--- config.mk ---
export PLATFORM = sky130hd
export DESIGN_NAME = sw_debounce
export DESIGN_NICKNAME = d
export VERILOG_FILES = /design/src/rtl/sw_debounce_pkg.sv /design/src/rtl/sw_debounce_channel.sv /design/src/rtl/sw_debounce.sv
export SDC_FILE = /design/constraint.sdc
export NUM_CORES = 1
export LEC_CHECK = 0
export CORE_MARGIN = 5
export CORE_UTILIZATION = 56
export CTS_CLUSTER_SIZE = 28
export DETAILED_ROUTE_END_ITERATION = 8
export HOLD_SLACK_MARGIN = 0.1
export PLACE_DENSITY_LB_ADDON = 0.12
export SLEW_MARGIN = 10
export SYNTH_ARGS = -nofsm -noshare
export SYNTH_HDL_FRONTEND = slang
export SYNTH_HIERARCHICAL = 1
export SYNTH_SLANG_ARGS = --single-unit
--- constraint.sdc ---
create_clock -name clock -period 1.9 [get_ports clock]
set_input_delay 0.57 -clock clock [delete_from_list [all_inputs] [get_ports clock]]
set_output_delay 0.57 -clock clock [all_outputs]
set_load 0.05 [all_outputs]
--- src/rtl/sw_debounce_pkg.sv ---
// Shared types and default sizing for the switch debouncer.
package sw_debounce_pkg;

  typedef enum logic [1:0] {
    ST_LOW    = 2'd0,
    WAIT_HIGH = 2'd1,
    ST_HIGH   = 2'd2,
    WAIT_LOW  = 2'd3
  } sw_state_e;

  localparam int DEF_NB_SW           = 4;
  localparam int DEF_NB_DEBOUNCE     = 20;
  localparam int DEF_DEBOUNCE_CYCLES = 1000000;

endpackage

--- src/rtl/sw_debounce_channel.sv ---
// One switch channel: 2-flop synchronizer, four-state debounce FSM and
// stability counter, with registered level and change-pulse outputs.
module sw_debounce_channel
  import sw_debounce_pkg::*;
#(
  parameter int NB_DEBOUNCE     = DEF_NB_DEBOUNCE,
  parameter int DEBOUNCE_CYCLES = DEF_DEBOUNCE_CYCLES
) (
  input  logic clock,
  input  logic i_reset,
  input  logic i_sw,
  output logic o_sw,
  output logic o_changed
);

  localparam logic [NB_DEBOUNCE-1:0] LIMIT   = NB_DEBOUNCE'(DEBOUNCE_CYCLES - 1);
  localparam logic [NB_DEBOUNCE-1:0] CNT_ONE = {{(NB_DEBOUNCE-1){1'b0}}, 1'b1};

  logic                   sync1_q, sync2_q;
  sw_state_e              state_q, state_d;
  logic [NB_DEBOUNCE-1:0] cnt_q, cnt_d;
  logic                   sw_q, sw_d;
  logic                   changed_q, changed_d;

  always_ff @(posedge clock or negedge i_reset) begin
    if (!i_reset) begin
      sync1_q   <= 1'b0;
      sync2_q   <= 1'b0;
      state_q   <= ST_LOW;
      cnt_q     <= '0;
      sw_q      <= 1'b0;
      changed_q <= 1'b0;
    end else begin
      sync1_q   <= i_sw;
      sync2_q   <= sync1_q;
      state_q   <= state_d;
      cnt_q     <= cnt_d;
      sw_q      <= sw_d;
      changed_q <= changed_d;
    end
  end

  // The counter only advances below LIMIT; reaching LIMIT always leaves
  // WAIT, so it can never wrap.
  always_comb begin
    state_d   = state_q;
    cnt_d     = cnt_q;
    sw_d      = sw_q;
    changed_d = 1'b0;
    case (state_q)
      ST_LOW: begin
        if (sync2_q) begin
          state_d = WAIT_HIGH;
          cnt_d   = '0;
        end
      end
      WAIT_HIGH: begin
        if (!sync2_q) begin
          state_d = ST_LOW;
          cnt_d   = '0;
        end else if (cnt_q == LIMIT) begin
          state_d   = ST_HIGH;
          cnt_d     = '0;
          sw_d      = 1'b1;
          changed_d = 1'b1;
        end else begin
          cnt_d = cnt_q + CNT_ONE;
        end
      end
      ST_HIGH: begin
        if (!sync2_q) begin
          state_d = WAIT_LOW;
          cnt_d   = '0;
        end
      end
      WAIT_LOW: begin
        if (sync2_q) begin
          state_d = ST_HIGH;
          cnt_d   = '0;
        end else if (cnt_q == LIMIT) begin
          state_d   = ST_LOW;
          cnt_d     = '0;
          sw_d      = 1'b0;
          changed_d = 1'b1;
        end else begin
          cnt_d = cnt_q + CNT_ONE;
        end
      end
      default: begin
        state_d = ST_LOW;
        cnt_d   = '0;
      end
    endcase
  end

  assign o_sw      = sw_q;
  assign o_changed = changed_q;

endmodule

--- src/rtl/sw_debounce.sv ---
// Multi-channel switch debouncer. Define SW_DEBOUNCE_EDGE_EN to add the
// o_rise / o_fall edge-pulse outputs.
module sw_debounce
  import sw_debounce_pkg::*;
#(
  parameter int NB_SW           = DEF_NB_SW,
  parameter int NB_DEBOUNCE     = DEF_NB_DEBOUNCE,
  parameter int DEBOUNCE_CYCLES = DEF_DEBOUNCE_CYCLES
) (
  input  logic             clock,
  input  logic             i_reset,
  input  logic [NB_SW-1:0] i_sw,
  output logic [NB_SW-1:0] o_sw,
  output logic [NB_SW-1:0] o_changed
`ifdef SW_DEBOUNCE_EDGE_EN
  ,
  output logic [NB_SW-1:0] o_rise,
  output logic [NB_SW-1:0] o_fall
`endif
);

  if (DEBOUNCE_CYCLES < 2) begin : g_chk_min
    $error("sw_debounce: DEBOUNCE_CYCLES must be at least 2");
  end
  if ((longint'(DEBOUNCE_CYCLES) - longint'(1)) >= (longint'(1) << NB_DEBOUNCE)) begin : g_chk_fit
    $error("sw_debounce: DEBOUNCE_CYCLES-1 does not fit in NB_DEBOUNCE bits");
  end

  for (genvar g = 0; g < NB_SW; g++) begin : g_ch
    sw_debounce_channel #(
      .NB_DEBOUNCE    (NB_DEBOUNCE),
      .DEBOUNCE_CYCLES(DEBOUNCE_CYCLES)
    ) u_ch (
      .clock    (clock),
      .i_reset  (i_reset),
      .i_sw     (i_sw[g]),
      .o_sw     (o_sw[g]),
      .o_changed(o_changed[g])
    );
  end

`ifdef SW_DEBOUNCE_EDGE_EN
  // Both operands are flop outputs, so the edge pulses stay free of i_sw paths.
  assign o_rise = o_changed & o_sw;
  assign o_fall = o_changed & ~o_sw;
`endif

endmodule
Yosys cells after proc, flatten, opt, wreduce, memory -nomap -nowiden:

Cells that the tools add are included.

* input bits: 6
* word-level logic and storage cells: 184
* bits in registers: 104
* output and inout bits: 8

* multiplexer cells: 88
* reductions and logical operators: 20
* add/subtract/negate cells: 4
* equal/unequal tests: 48

Operator list (number)
* $mux W20: 20
* $pmux W20 S4: 4
* $add A20 B1 Y20 const B: 4
* $eq A20 B20 Y1 const B: 4
* $mux W2: 24
* $ne A2 B1 Y1 const B: 16
* $pmux W2 S4: 4
* $mux W1: 28
* $reduce_and A5 Y1: 4
* $eq A2 B2 Y1 const B: 8
* $ne A2 B2 Y1 const B: 8
* $pmux W1 S2: 8
* $reduce_and A4 Y1: 4
* $ne A3 B1 Y1 const B: 4
* $ne A3 B3 Y1 const B: 4
* $eq A2 B1 Y1 const B: 4
* $logic_not A2 Y1: 4
* $reduce_and A2 Y1: 4
* $reduce_bool A2 Y1: 4

Depth between registers and ports, before layout:

Gate-level depths: netlist of the first run.

* word-level depth: 4
* mapped depth: 8
* gate-level depth less buffers: 6

By module:

The synthesis of the first run kept the hierarchy.

Modules (own cells, without submodules)
* sw_debounce_channel at g_ch[1].u_ch ...: area an instance 1370.1 um2, instances 2, cells each 141
* sw_debounce_channel at g_ch[3].u_ch: area an instance 1406.3 um2, instances 1, cells each 148
* sw_debounce_channel at g_ch[0].u_ch: area an instance 1380.1 um2, instances 1, cells each 148

Worst setup path after synthesis of the first run:

OpenSTA, ideal clock, no wires.

* path kind: reg-to-reg
* start point: register g_ch[1].u_ch.cnt_q[7]
* end point: register (tool-made name)
* path slack: -0.059 ns
* path buffers: 1
* stages on the path, launching flop included: 7
* library setup time: 0.120 ns
* data arrival time: 1.840 ns
* path through: dfrtp_1 or4b_4 nor4_4 a21o_4 buf_8 a21oi_2 a31o_1

RTL lines
* start, declared: RTL line sw_debounce_channel.sv:21 `logic [NB_DEBOUNCE-1:0] cnt_q, cnt_d;`
* start signal, assigned: RTL line sw_debounce_channel.sv:37 `cnt_q <= cnt_d;`

Final worst setup path of the first run:

* start point: register g_ch[1].u_ch.cnt_q[13]
* end point: register g_ch[1].u_ch.sw_q

* cells in the longest elaborated chain, start to end: 3

Ends and longest elaborated chain
* $eq A20 B20 Y1 (*): RTL line sw_debounce_channel.sv:61, sw_debounce_channel.sv:80
* $ne A2 B1 Y1 (no line)
* $reduce_and A5 Y1 (no line) (*)
* end signal, assigned: RTL line sw_debounce_channel.sv:38 `sw_q <= sw_d;`
* end, declared: RTL line sw_debounce_channel.sv:22 `logic sw_q, sw_d;`

Mark *: on every way between the ends. The rest lies on a longest branch, timed or not.
A chain may end at the register's enable or synchronous reset.

==> results of run 1 <==
cell type report:
type	count	area, µm²
fillers	758	2917
multi-input cells	436	2914
flip-flops and latches	104	2603
repair buffers	93	799.5
clock buffers	14	182.7
well taps	133	166.4
inverters	18	67.56
clock inverters	2	35.03
metrics by stage:
step	total power, mW	hold slack, ps	utilization [%]
after floorplan	4.197	274.4	-
after global placement	4.652	332.0	63.42
after detailed placement	4.730	335.5	63.42
after CTS	6.392	349.8	67.05
after global routing	7.077	373.3	69.88
final	6.680	344.5	69.88
kinds of logic after synthesis:
| family | after synthesis |
|---|---|
| DFF | 104 |
| buffers and inverters | 43 |
| muxes | 3 |
| AOI/OAI and AO/OA | 162 |
| xor gates and xnor gates | 17 |
| adders and majority gates | 4 |
| and+or+nand+nor | 245 |
report_power, final:
| part | total (mW) | leakage [nW] | internal, mW | switching [mW] |
|---|---|---|---|---|
| sequential | 2.61 | 1.41 | 2.39 | 0.212 |
| clock | 1.50 | 0.113 | 0.753 | 0.749 |
| combinational | 2.57 | 1.31 | 1.07 | 1.51 |
| total | 6.68 | 2.83 | 4.21 | 2.47 |
critical path, stage by stage (launching register included):
cell and delay, ps:
dfrtp_1 400, or4_4 570, nor4_4 270, buf_6 170, buf_6 90, nand4_1 110
a21oi_2 150, nor2_1 50
Yosys cell counts (all sizes together) (10+ instances only):
library cell and n:
xor2 13, or3 14, o21ai 47, a41oi 12
and3 13, nor2 22, nand3 36, dfrtp 104
clkbuf 10, nand4 17, buf 15, nand2 85
a31oi 40, a21oi 33, and4 11, nor3 11
inv 18
flip-flops by register name, indices dropped and copies added, names as in the netlist, named ones only:
name and count:
g_ch.u_ch/cnt_q 80, g_ch.u_ch/o_changed 4, g_ch.u_ch/o_sw 4, g_ch.u_ch/state_q 4, g_ch.u_ch/sync1_q 4, g_ch.u_ch/sync2_q 4
routing by layer:
| layer | GRT usage [%] | up-vias | part of all wire [%] |
|---|---|---|---|
| li1 | - | 2316 | - |
| met4 | 5.699 | 0 | 1.3 |
| met1 | 30.53 | 2383 | 46 |
| met2 | 34.44 | 96 | 49 |
| met5 | 0 | - | 0 |
| met3 | 5.344 | 18 | 3.8 |
worst max-delay path by stage:
stage,from,to,slack (ps),depth (start not counted)
finish,g_ch[1].u_ch/cnt_q[13]$_DFFE_PN0P_,g_ch[1].u_ch/o_sw$_DFFE_PN0P_,-30,7
global route,g_ch[1].u_ch/cnt_q[13]$_DFFE_PN0P_,g_ch[1].u_ch/o_sw$_DFFE_PN0P_,-100,7
CTS,g_ch[2].u_ch/cnt_q[7]$_DFFE_PN0P_,g_ch[2].u_ch/cnt_q[19]$_DFFE_PN0P_,-20,6
detailed placement,g_ch[2].u_ch/cnt_q[0]$_DFFE_PN0P_,g_ch[2].u_ch/cnt_q[5]$_DFFE_PN0P_,-210,6
global placement,g_ch[1].u_ch/cnt_q[0]$_DFFE_PN0P_,g_ch[1].u_ch/cnt_q[5]$_DFFE_PN0P_,-120,6
floorplan,g_ch[1].u_ch/cnt_q[6]$_DFFE_PN0P_,flop,2,6
what timing repair did:
item / in CTS / in global routing
cloned: 3 / 2
pin swaps: 9 / 28
hold buffers: 1 / 0
setup endpoints to repair: 38 / 51
endpoints found under the hold margin: 14 / 0
buffers inserted: 3 / 10
gates resized for setup: 11 / 44
==> key figures, run 1 <==
Status
  – Status: finished with violations
  – Failing checks: negative setup slack

Placement
  – Post-DP HPWL: 7987 µm
  – IO Port Bufs: 13
  – Placed Cells: 765
  – Pre-CTS WS: -212.1 ps
  – Final GP Congestion: 0.8174
  – DP Area: 6142 µm²

Min path
  – HP Class: reg -> reg
  – Hold path depth: 0
  – Hold_sp: g_ch[2].u_ch/sync1_q$_DFF_PN0_
  – Hold EP: g_ch[2].u_ch/sync2_q$_DFF_PN0_

Final layout
  – Share of cells above drive strength 1: 27.44%
  – Syn-to-layout area delta: 22.46%
  – Most common cell after layout, fill and taps aside: dfrtp_1
  – Final Non-Filler Cells: 800
  – Commonest non-fill, non-tap cells in the layout: dfrtp_1, nand2_1, buf_4
  – Layout Cell Area excl Fill: 6768 µm²
  – Nets: 672
  – Diodes inserted: 0

Routing
  – Initial DRC count: 384
  – DRC errors left: 0
  – DRT Pass-1 Iters: 5
  – DR WL/cell: 15.91 µm
  – Avg Vias per Cell: 6.016
  – Remaining antenna violation count after routing: 0
  – Post-Route WL: 12730 µm
  – Via Count: 4813

GRT
  – Initial antenna violation count: 0
  – Total gr overflow: 0
  – Pin count of the biggest net entering global routing: 41
  – First-pass GRT wire length: 20860 µm
  – Vias in the first global route: 4482
  – GRT Total Usage: 21.88%

Setup path
  – Crit Path Class: reg -> reg
  – Worst r2r path cells: 7
  – Setup crit start kind: flop
  – Critical Path RT: 2170 ps
  – Worst R2R End: g_ch[1].u_ch/o_sw$_DFFE_PN0P_
  – CP Capture Type: flop
  – Flop2flop setup slack: -30 ps
  – Critical path peak fanout: 5
  – Worst Path Arrival: 2200 ps
  – R2r startpoint: g_ch[1].u_ch/cnt_q[13]$_DFFE_PN0P_

Synth
  – Synth Area in Simple Gates: 24.79%
  – Share of the synthesized area in the top cell type: 47.09%
  – Syn Nets: 588
  – Synth Area in Compound Gates: 19.29%
  – Syn Area/Cell: 9.562 µm²
  – XOR/XNOR Fraction of Synth Area: 2.694%
  – Synth Instances: 578
  – Seq/Total Area, Yosys: 47.09%
  – Post-synth EDFFs: 0
  – Cell taking the most area after synthesis: dfrtp_1
  – Ys Warns: 6
  – Post-synthesis async set-or-reset flop share: 100.0%
  – Top FF cell, synth: dfrtp_1
  – Top cells by area, synth: dfrtp_1, nand2_1, a31oi_1, o21ai_0, nand3_1
  – Count of cell types in the netlist: 62
  – Mux contribution to synthesized area: 0.6339%
  – Largest family of logic cells by synthesized area: simple AND/OR/NAND/NOR gates
  – Adder-Cell Fraction of Synth Area: 0.9056%
  – #FFs+latches synth: 104
  – Synthesized area: 5527 µm²

CTS
  – Clock latency at the later pin of the worst-skew pair: 380 ps
  – Root buffer cell: clkbuf_8
  – H-Tree Depth: 3
  – Clock-pin slew on the worst setup and hold paths: 100 ps
  – TritonCTS Buffers: 9
  – Sink Count: 104
  – Clock Tree Buf Depth: 2
  – TritonCTS clock tree: built

STA
  – Worst Clk Skew: 9.896 ps
  – Tcrit/Tclk final: 101.6%
  – Post-Route Setup TNS: -61.17 ps
  – Final Hold Viols: 0
  – Final setup margin: -29.57 ps
  – Pins Over Slew Limit: 0
  – Post-layout min period: 1930 ps
  – Worst Tran Pin Value: 467.2 ps
  – RSZ-0062 raised after global routing: true
  – Highest Clock Rate: 518.3 MHz
  – Final Setup Violations: 4
  – Slew headroom: 68.85%

Flow run
  – Max cap viols: 0

Power
  – VDD IR max: 0.6036 mV
  – Leak: 2.834 nW
  – Power Density: 987.1 nW/µm²

Floorplanning
  – Die width: 109.3 µm
  – Initial core utilization: 57.07%
  – Top Ports: 14
  – Core Region: 9684 µm²
  – Die area: 11960 µm²
  – Die Span Y: 109.3 µm
  – Row count: 36
No activity file was read; power rests on OpenSTA's default activity.
==> run 2, diff against run 1 <==
--- a/config.mk
+++ b/config.mk
@@ -9,6 +9,7 @@
 export CORE_UTILIZATION = 56
 export CTS_CLUSTER_SIZE = 28
 export DETAILED_ROUTE_END_ITERATION = 8
+export GPL_TIMING_DRIVEN = 0
 export HOLD_SLACK_MARGIN = 0.1
 export PLACE_DENSITY_LB_ADDON = 0.12
 export SLEW_MARGIN = 10
@@ -16,3 +17,4 @@
 export SYNTH_HDL_FRONTEND = slang
 export SYNTH_HIERARCHICAL = 1
 export SYNTH_SLANG_ARGS = --single-unit
+export TNS_END_PERCENT = 30
==> run 2 against run 1 <==
Net effect:
- the flow still finishes with violations (negative setup slack)
- die area unchanged
- largest cell class unchanged
- largest power group is now combinational cells
- combinational power rose by 13%
- count of clock-buffer cells in the layout down 2
- clock power rose by 8%
- clock skew rose by 0.68 ps
- non-clock buffer count shrank 20
- sequential cell count stayed put
- hold slack better by 12 ps
- critical path type unchanged
==> key figures, run 2 (same netlist as run 1, synthesis figures left out) <==
Final layout
  – Diodes inserted: 0 (unchanged)
  – Reg with most FFs: g_ch.u_ch/cnt_q
  – Nets: 647 (-3.7%)
  – Share of cells above drive strength 1: 25.74% (-1.7 points)
  – Most common cell after layout, fill and taps aside: dfrtp_1
  – Largest register FFs: 80 (unchanged)
  – Syn-to-layout area delta: 20.67%
  – Layout Cell Area excl Fill: 6669 µm² (-1.5%)
  – Commonest non-fill, non-tap cells in the layout: dfrtp_1, nand2_1, a31oi_1

Power
  – Final Power: 7.096 mW (+6.2%)
  – VDD IR max: 0.6110 mV (+1.2%)
  – Leak: 2.717 nW (-4.1%)
  – Power Density: 1064 nW/µm² (+7.8%)

STA
  – Pins Over Slew Limit: 0 (unchanged)
  – Final setup margin: -161.6 ps (-132.0 ps)
  – Tcrit/Tclk final: 108.5% (+6.9 points)
  – Final Setup Violations: 42 (+38)
  – Highest Clock Rate: 485.1 MHz (-6.4%)
  – Worst Clk Skew: 10.58 ps (+0.6791 ps)
  – Worst Tran Pin Value: 870.8 ps (+403.5 ps)
  – Post-layout min period: 2062 ps (+132.0 ps)
  – RSZ-0062 raised after global routing: true
  – Final Hold Viols: 0 (unchanged)
  – Slew headroom: 41.74% (-27 points)

Routing
  – Initial DRC count: 281 (-27%)
  – Remaining antenna violation count after routing: 0 (unchanged)
  – Post-Route WL: 12330 µm (-3.1%)
  – DRC errors left: 0 (unchanged)
  – Avg Vias per Cell: 6.010 (about the same)
  – DR WL/cell: 15.93 µm (+0.12%)
  – DRT Pass-1 Iters: 5 (unchanged)
  – Via Count: 4652 (-3.3%)

Floorplanning
  – Die width: 109.3 µm (unchanged)
  – Top Ports: 14 (unchanged)
  – Core Region: 9684 µm² (unchanged)
  – Die Span Y: 109.3 µm (unchanged)
  – Die area: 11960 µm² (unchanged)
  – Initial core utilization: 57.07% (unchanged)
  – Row count: 36 (unchanged)

CTS
  – Clock latency at the later pin of the worst-skew pair: 380 ps (about the same)
  – Clock-pin slew on the worst setup and hold paths: 90 ps (about the same)
  – Sink Count: 104 (unchanged)
  – TritonCTS clock tree: built
  – TritonCTS Buffers: 9 (unchanged)
  – Clock Tree Buf Depth: 2 (unchanged)
  – Root buffer cell: clkbuf_8
  – H-Tree Depth: 3 (unchanged)

Setup path
  – Critical Path RT: 2140 ps (-30 ps)
  – Flop2flop setup slack: -160 ps (-130 ps)
  – Crit Path Class: reg -> reg
  – Worst R2R End: g_ch[2].u_ch/cnt_q[16]$_DFFE_PN0P_
  – Worst Path Arrival: 2300 ps (+100 ps)
  – R2r startpoint: g_ch[2].u_ch/cnt_q[11]$_DFFE_PN0P_
  – Crit-path slowest cell: or4_4
  – CP Capture Type: flop
  – CP peak stage delay: 560 ps (about the same)
  – Worst r2r path cells: 6 (-1)
  – Setup crit start kind: flop
  – Cells along the critical path: or4_4 > nor4_4 > a21oi_4 > buf_6 > a31oi_4 > a31oi_1
  – Critical path peak fanout: 8 (+3)

Min path
  – Hold_sp: g_ch[2].u_ch/sync1_q$_DFF_PN0_
  – Hold EP: g_ch[2].u_ch/sync2_q$_DFF_PN0_
  – HP Class: reg -> reg
  – Hold path depth: 0 (unchanged)

GRT
  – GRT Total Usage: 21.81% (-0.071 points)
  – First-pass GRT wire length: 20870 µm (about the same)
  – Pin count of the biggest net entering global routing: 73 (+78%)
  – Total gr overflow: 0 (unchanged)
  – Vias in the first global route: 4437 (-1.0%)
  – Initial antenna violation count: 0 (unchanged)

Flow run
  – Max cap viols: 0 (unchanged)

Status
  – Failing checks: negative setup slack
  – Status: finished with violations

Placement
  – Post-DP HPWL: 7611 µm (-4.7%)
  – DP Area: 5859 µm² (-4.6%)
  – IO Port Bufs: 13 (unchanged)
  – Final GP Congestion: 0.8276 (+1.2%)
  – Pre-CTS WS: -201.6 ps (+10.54 ps)
## run 2: critical path: cells and delay by family, from the launching register on
kind                   cells  cell delay, ps
AOI/OAI and AO/OA          3             350
DFF                        1             430
buffers and inverters      1             180
and+or+nand+nor            2             970
## run 2: final cells by class
type,count,area [µm²]
multi-input combinational,431,2934
buffer,24,197.7
inverter,18,67.56
clock buffer,12,145.1
timing repair buffer,49,456.7
fill,733,3015
clock inverter,3,90.09
tap,133,166.4
sequential,104,2611
## run 2: stage by stage
step           setup TNS, ps  utilization [%]  instances  hold WS (ps)
2_1_floorplan              0                -        578         274.4
5_1_grt                -7110            68.86        774         362.3
4_1_cts                -2139            65.94        759         360.4
3_5_place_dp           -4931            60.50        725         338.1
3_3_place_gp         -379770            60.21        724         331.7
6_report               -3307            68.86        774         356.6
## run 2: metal layers
layer / part of all wire, % / global-route usage [%] / vias to the layer above
met3: 3.6 / 5.050 / 13
met4: 1.2 / 6.679 / 0
met2: 49 / 35.05 / 86
met1: 46 / 29.53 / 2289
li1: - / - / 2264
met5: 0 / 0 / -
## run 2: worst max path at each step
stage                                            start  slack (ps)  cells past startpoint                                  to
floorplan            g_ch[1].u_ch/cnt_q[6]$_DFFE_PN0P_           2                      6                                flop
global route        g_ch[2].u_ch/cnt_q[11]$_DFFE_PN0P_        -240                      6  g_ch[2].u_ch/cnt_q[16]$_DFFE_PN0P_
global placement                               i_reset       -3630                      1  g_ch[1].u_ch/cnt_q[12]$_DFFE_PN0P_
finish              g_ch[2].u_ch/cnt_q[11]$_DFFE_PN0P_        -160                      6  g_ch[2].u_ch/cnt_q[16]$_DFFE_PN0P_
CTS                  g_ch[2].u_ch/cnt_q[7]$_DFFE_PN0P_        -140                      6                                flop
detailed placement   g_ch[2].u_ch/cnt_q[6]$_DFFE_PN0P_        -200                      6  g_ch[2].u_ch/cnt_q[16]$_DFFE_PN0P_
## run 2: where the power goes
part | internal [mW] | switching [mW]
clock network | 0.906 | 0.714
registers | 2.39 | 0.176
logic | 1.27 | 1.64
## run 2: repair_timing
item / in CTS / in global routing
buffers inserted: 16 / 16
endpoints found under the setup margin: 81 / 83
pin swaps: 24 / 26
hold buffers: 1 / 0
cloned: 2 / 0
endpoints found under the hold margin: 32 / 0
gates resized for setup: 60 / 60
==> run 3, diff against run 2 <==
--- a/config.mk
+++ b/config.mk
@@ -7,12 +7,10 @@
 export LEC_CHECK = 0
 export CORE_MARGIN = 5
 export CORE_UTILIZATION = 56
-export CTS_CLUSTER_SIZE = 28
 export DETAILED_ROUTE_END_ITERATION = 8
 export GPL_TIMING_DRIVEN = 0
 export HOLD_SLACK_MARGIN = 0.1
 export PLACE_DENSITY_LB_ADDON = 0.12
-export SLEW_MARGIN = 10
 export SYNTH_ARGS = -nofsm -noshare
 export SYNTH_HDL_FRONTEND = slang
 export SYNTH_HIERARCHICAL = 1
==> run 3 against run 2 <==
Net effect:
- count of clock-buffer cells in the layout unchanged
- sequential cell count unchanged
- highest routed layer unchanged
- the run still ends with negative setup slack left
- via count shrank 0.32%
- final area is 0.21% lower
- critical path type unchanged
- die area stayed put
==> key figures, run 3 (same netlist as run 1, synthesis figures left out) <==
Status
  – Status: finished with violations
  – Failing checks: negative setup slack

Final layout
  – Register Area: 2611 µm² (unchanged)
  – Nets: 646 (-0.15%)
  – Most common cell after layout, fill and taps aside: dfrtp_1
  – Diodes inserted: 0 (unchanged)
  – Footprint of the multi-input gates: 2934 µm² (unchanged)
  – Final Non-Filler Cells: 773 (-0.13%)
  – Share of cells above drive strength 1: 25.78% (+0.040 points)
  – Syn-to-layout area delta: 20.42%
  – # fillers: 734 (+0.14%)
  – Reg with most FFs: g_ch.u_ch/cnt_q
  – Largest register FFs: 80 (unchanged)
  – Commonest non-fill, non-tap cells in the layout: dfrtp_1, nand2_1, a31oi_1

Floorplanning
  – Die area: 11960 µm² (unchanged)
  – Die Span Y: 109.3 µm (unchanged)
  – Row count: 36 (unchanged)
  – Die width: 109.3 µm (unchanged)
  – Core Region: 9684 µm² (unchanged)
  – Initial core utilization: 57.07% (unchanged)
  – Top Ports: 14 (unchanged)

Flow run
  – Max cap viols: 0 (unchanged)

GRT
  – GRT Total Usage: 21.77% (-0.038 points)
  – First-pass GRT wire length: 20830 µm (-0.20%)
  – Initial antenna violation count: 0 (unchanged)
  – Pin count of the biggest net entering global routing: 73 (unchanged)
  – Vias in the first global route: 4428 (-0.20%)
  – Total gr overflow: 0 (unchanged)

Routing
  – DRT Pass-1 Iters: 5 (unchanged)
  – Avg Vias per Cell: 5.999 (-0.19%)
  – Post-Route WL: 12320 µm (about the same)
  – Initial DRC count: 296 (+5.3%)
  – DR WL/cell: 15.94 µm (about the same)
  – Remaining antenna violation count after routing: 0 (unchanged)
  – DRC errors left: 0 (unchanged)
  – Via Count: 4637 (-0.32%)

Setup path
  – CP Capture Type: flop
  – Crit Path Class: reg -> reg
  – Setup crit start kind: flop
  – Worst Path Arrival: 2300 ps (about the same)
  – Critical Path RT: 2140 ps (about the same)
  – Critical path peak fanout: 8 (unchanged)

STA
  – Worst Clk Skew: 10.58 ps (+0.005400 ps)
  – Final Hold Viols: 0 (unchanged)
  – WHS: 137.8 ps (-218.7 ps)
  – Pins Over Slew Limit: 0 (unchanged)
  – Final Setup Violations: 41 (-2.4%)
  – Post-layout min period: 2062 ps (+0.7690 ps)
  – Worst Tran Pin Value: 872.2 ps (+1.408 ps)
  – Final setup margin: -162.4 ps (-0.7690 ps)
  – RSZ-0062 raised after global routing: true
  – Tcrit/Tclk final: 108.5% (about the same)
  – Slew headroom: 41.64% (-0.094 points)
  – Highest Clock Rate: 484.9 MHz (about the same)

CTS
  – TritonCTS Buffers: 9 (unchanged)
  – # hold bufs at CTS: 0 (-1)
  – Root buffer cell: clkbuf_8
  – Clock Tree Buf Depth: 2 (unchanged)
  – Clock latency at the later pin of the worst-skew pair: 380 ps (about the same)
  – H-Tree Depth: 3 (unchanged)
  – TritonCTS clock tree: built
  – Clock-pin slew on the worst setup and hold paths: 90 ps (about the same)
  – Sink Count: 104 (unchanged)

Placement
  – Post-DP HPWL: 7611 µm (about the same)
  – IO Port Bufs: 13 (unchanged)
  – Final GP Congestion: 0.8276 (unchanged)
  – Placed Cells: 725 (unchanged)

Min path
  – HP Class: in -> async

Power
  – Power Density: 1066 nW/µm² (+0.17%)
  – Leak: 2.712 nW (-0.20%)
  – VDD IR max: 0.6109 mV (about the same)
## run 3: changes by cell type in the layout (fill, tap and decap cells not counted)
| cell | previous run | this run |
|---|---|---|
| buf_4 | 21 | 22 |
| buf_6 | 22 | 21 |
| dlygate4sd3_1 | 1 | 0 |
## run 3: final cells by class
class / count / area share (%)
inverters: 18 / 1.015
flip-flops and latches: 104 / 39.24
clock buffers: 12 / 2.181
well taps: 133 / 2.500
multi-input cells: 431 / 44.09
clock inverters: 3 / 1.354
plain buffers: 24 / 2.970
repair buffers: 48 / 6.655
## run 3: worst paths after layout
| path | startpoint | to | slack [ps] | depth (start not counted) |
|---|---|---|---|---|
| max | g_ch[2].u_ch/cnt_q[11]$_DFFE_PN0P_ | g_ch[2].u_ch/cnt_q[16]$_DFFE_PN0P_ | -160 | 6 |
| min | i_reset | g_ch[0].u_ch/cnt_q[14]$_DFFE_PN0P_ | 140 | 1 |
| max reg2reg | g_ch[2].u_ch/cnt_q[11]$_DFFE_PN0P_ | g_ch[2].u_ch/cnt_q[16]$_DFFE_PN0P_ | -160 | 6 |
| min reg2reg | g_ch[2].u_ch/sync1_q$_DFF_PN0_ | g_ch[2].u_ch/sync2_q$_DFF_PN0_ | 360 | 0 |
| max in group asynchronous | i_reset | g_ch[1].u_ch/cnt_q[11]$_DFFE_PN0P_ | 1060 | 2 |
| min in group clock | g_ch[2].u_ch/sync1_q$_DFF_PN0_ | g_ch[2].u_ch/sync2_q$_DFF_PN0_ | 360 | 0 |
## run 3: power breakdown
part / internal, mW / leakage [nW] / switching [mW]
Sequential: 2.39 / 1.40 / 0.175
Clock: 0.906 / 0.117 / 0.715
Combinational: 1.27 / 1.19 / 1.64
Total: 4.57 / 2.71 / 2.53
## run 3: metal layers
metal	track usage [%]	wire length, µm	vias up
met5	0	0	-
met4	6.679	153	0
met3	5.109	461	13
met2	34.96	6065	89
met1	29.46	5638	2274
li1	-	-	2261
## run 3: what timing repair did
action                                  in CTS  in global routing
endpoints found under the setup margin      81                 83
pin swaps                                   24                 26
setup buffers                               16                 16
resized for setup                           60                 60
gates cloned                                 2                  0
## run 3: critical path, cell delays in order (launching register included)
cell,delay [ps]
dfrtp_2,430
or4_4,560
nor4_4,410
a21oi_4,170
buf_6,180
a31oi_4,120
a31oi_1,60
## run 3: through the flow
step / setup slack, ps / utilization [%] / TNS [ps] / power (mW) / cell area (µm²)
after floorplan: 2.063 / - / 0 / 4.197 / 5534
after global placement: -3631 / 60.21 / -379770 / 4.683 / 5831
after detailed placement: -201.6 / 60.47 / -4931 / 4.765 / 5856
after CTS: -143.2 / 65.80 / -2139 / 6.811 / 6372
after global routing: -243.4 / 68.72 / -7110 / 7.529 / 6655
final: -162.4 / 68.72 / -3304 / 7.094 / 6655
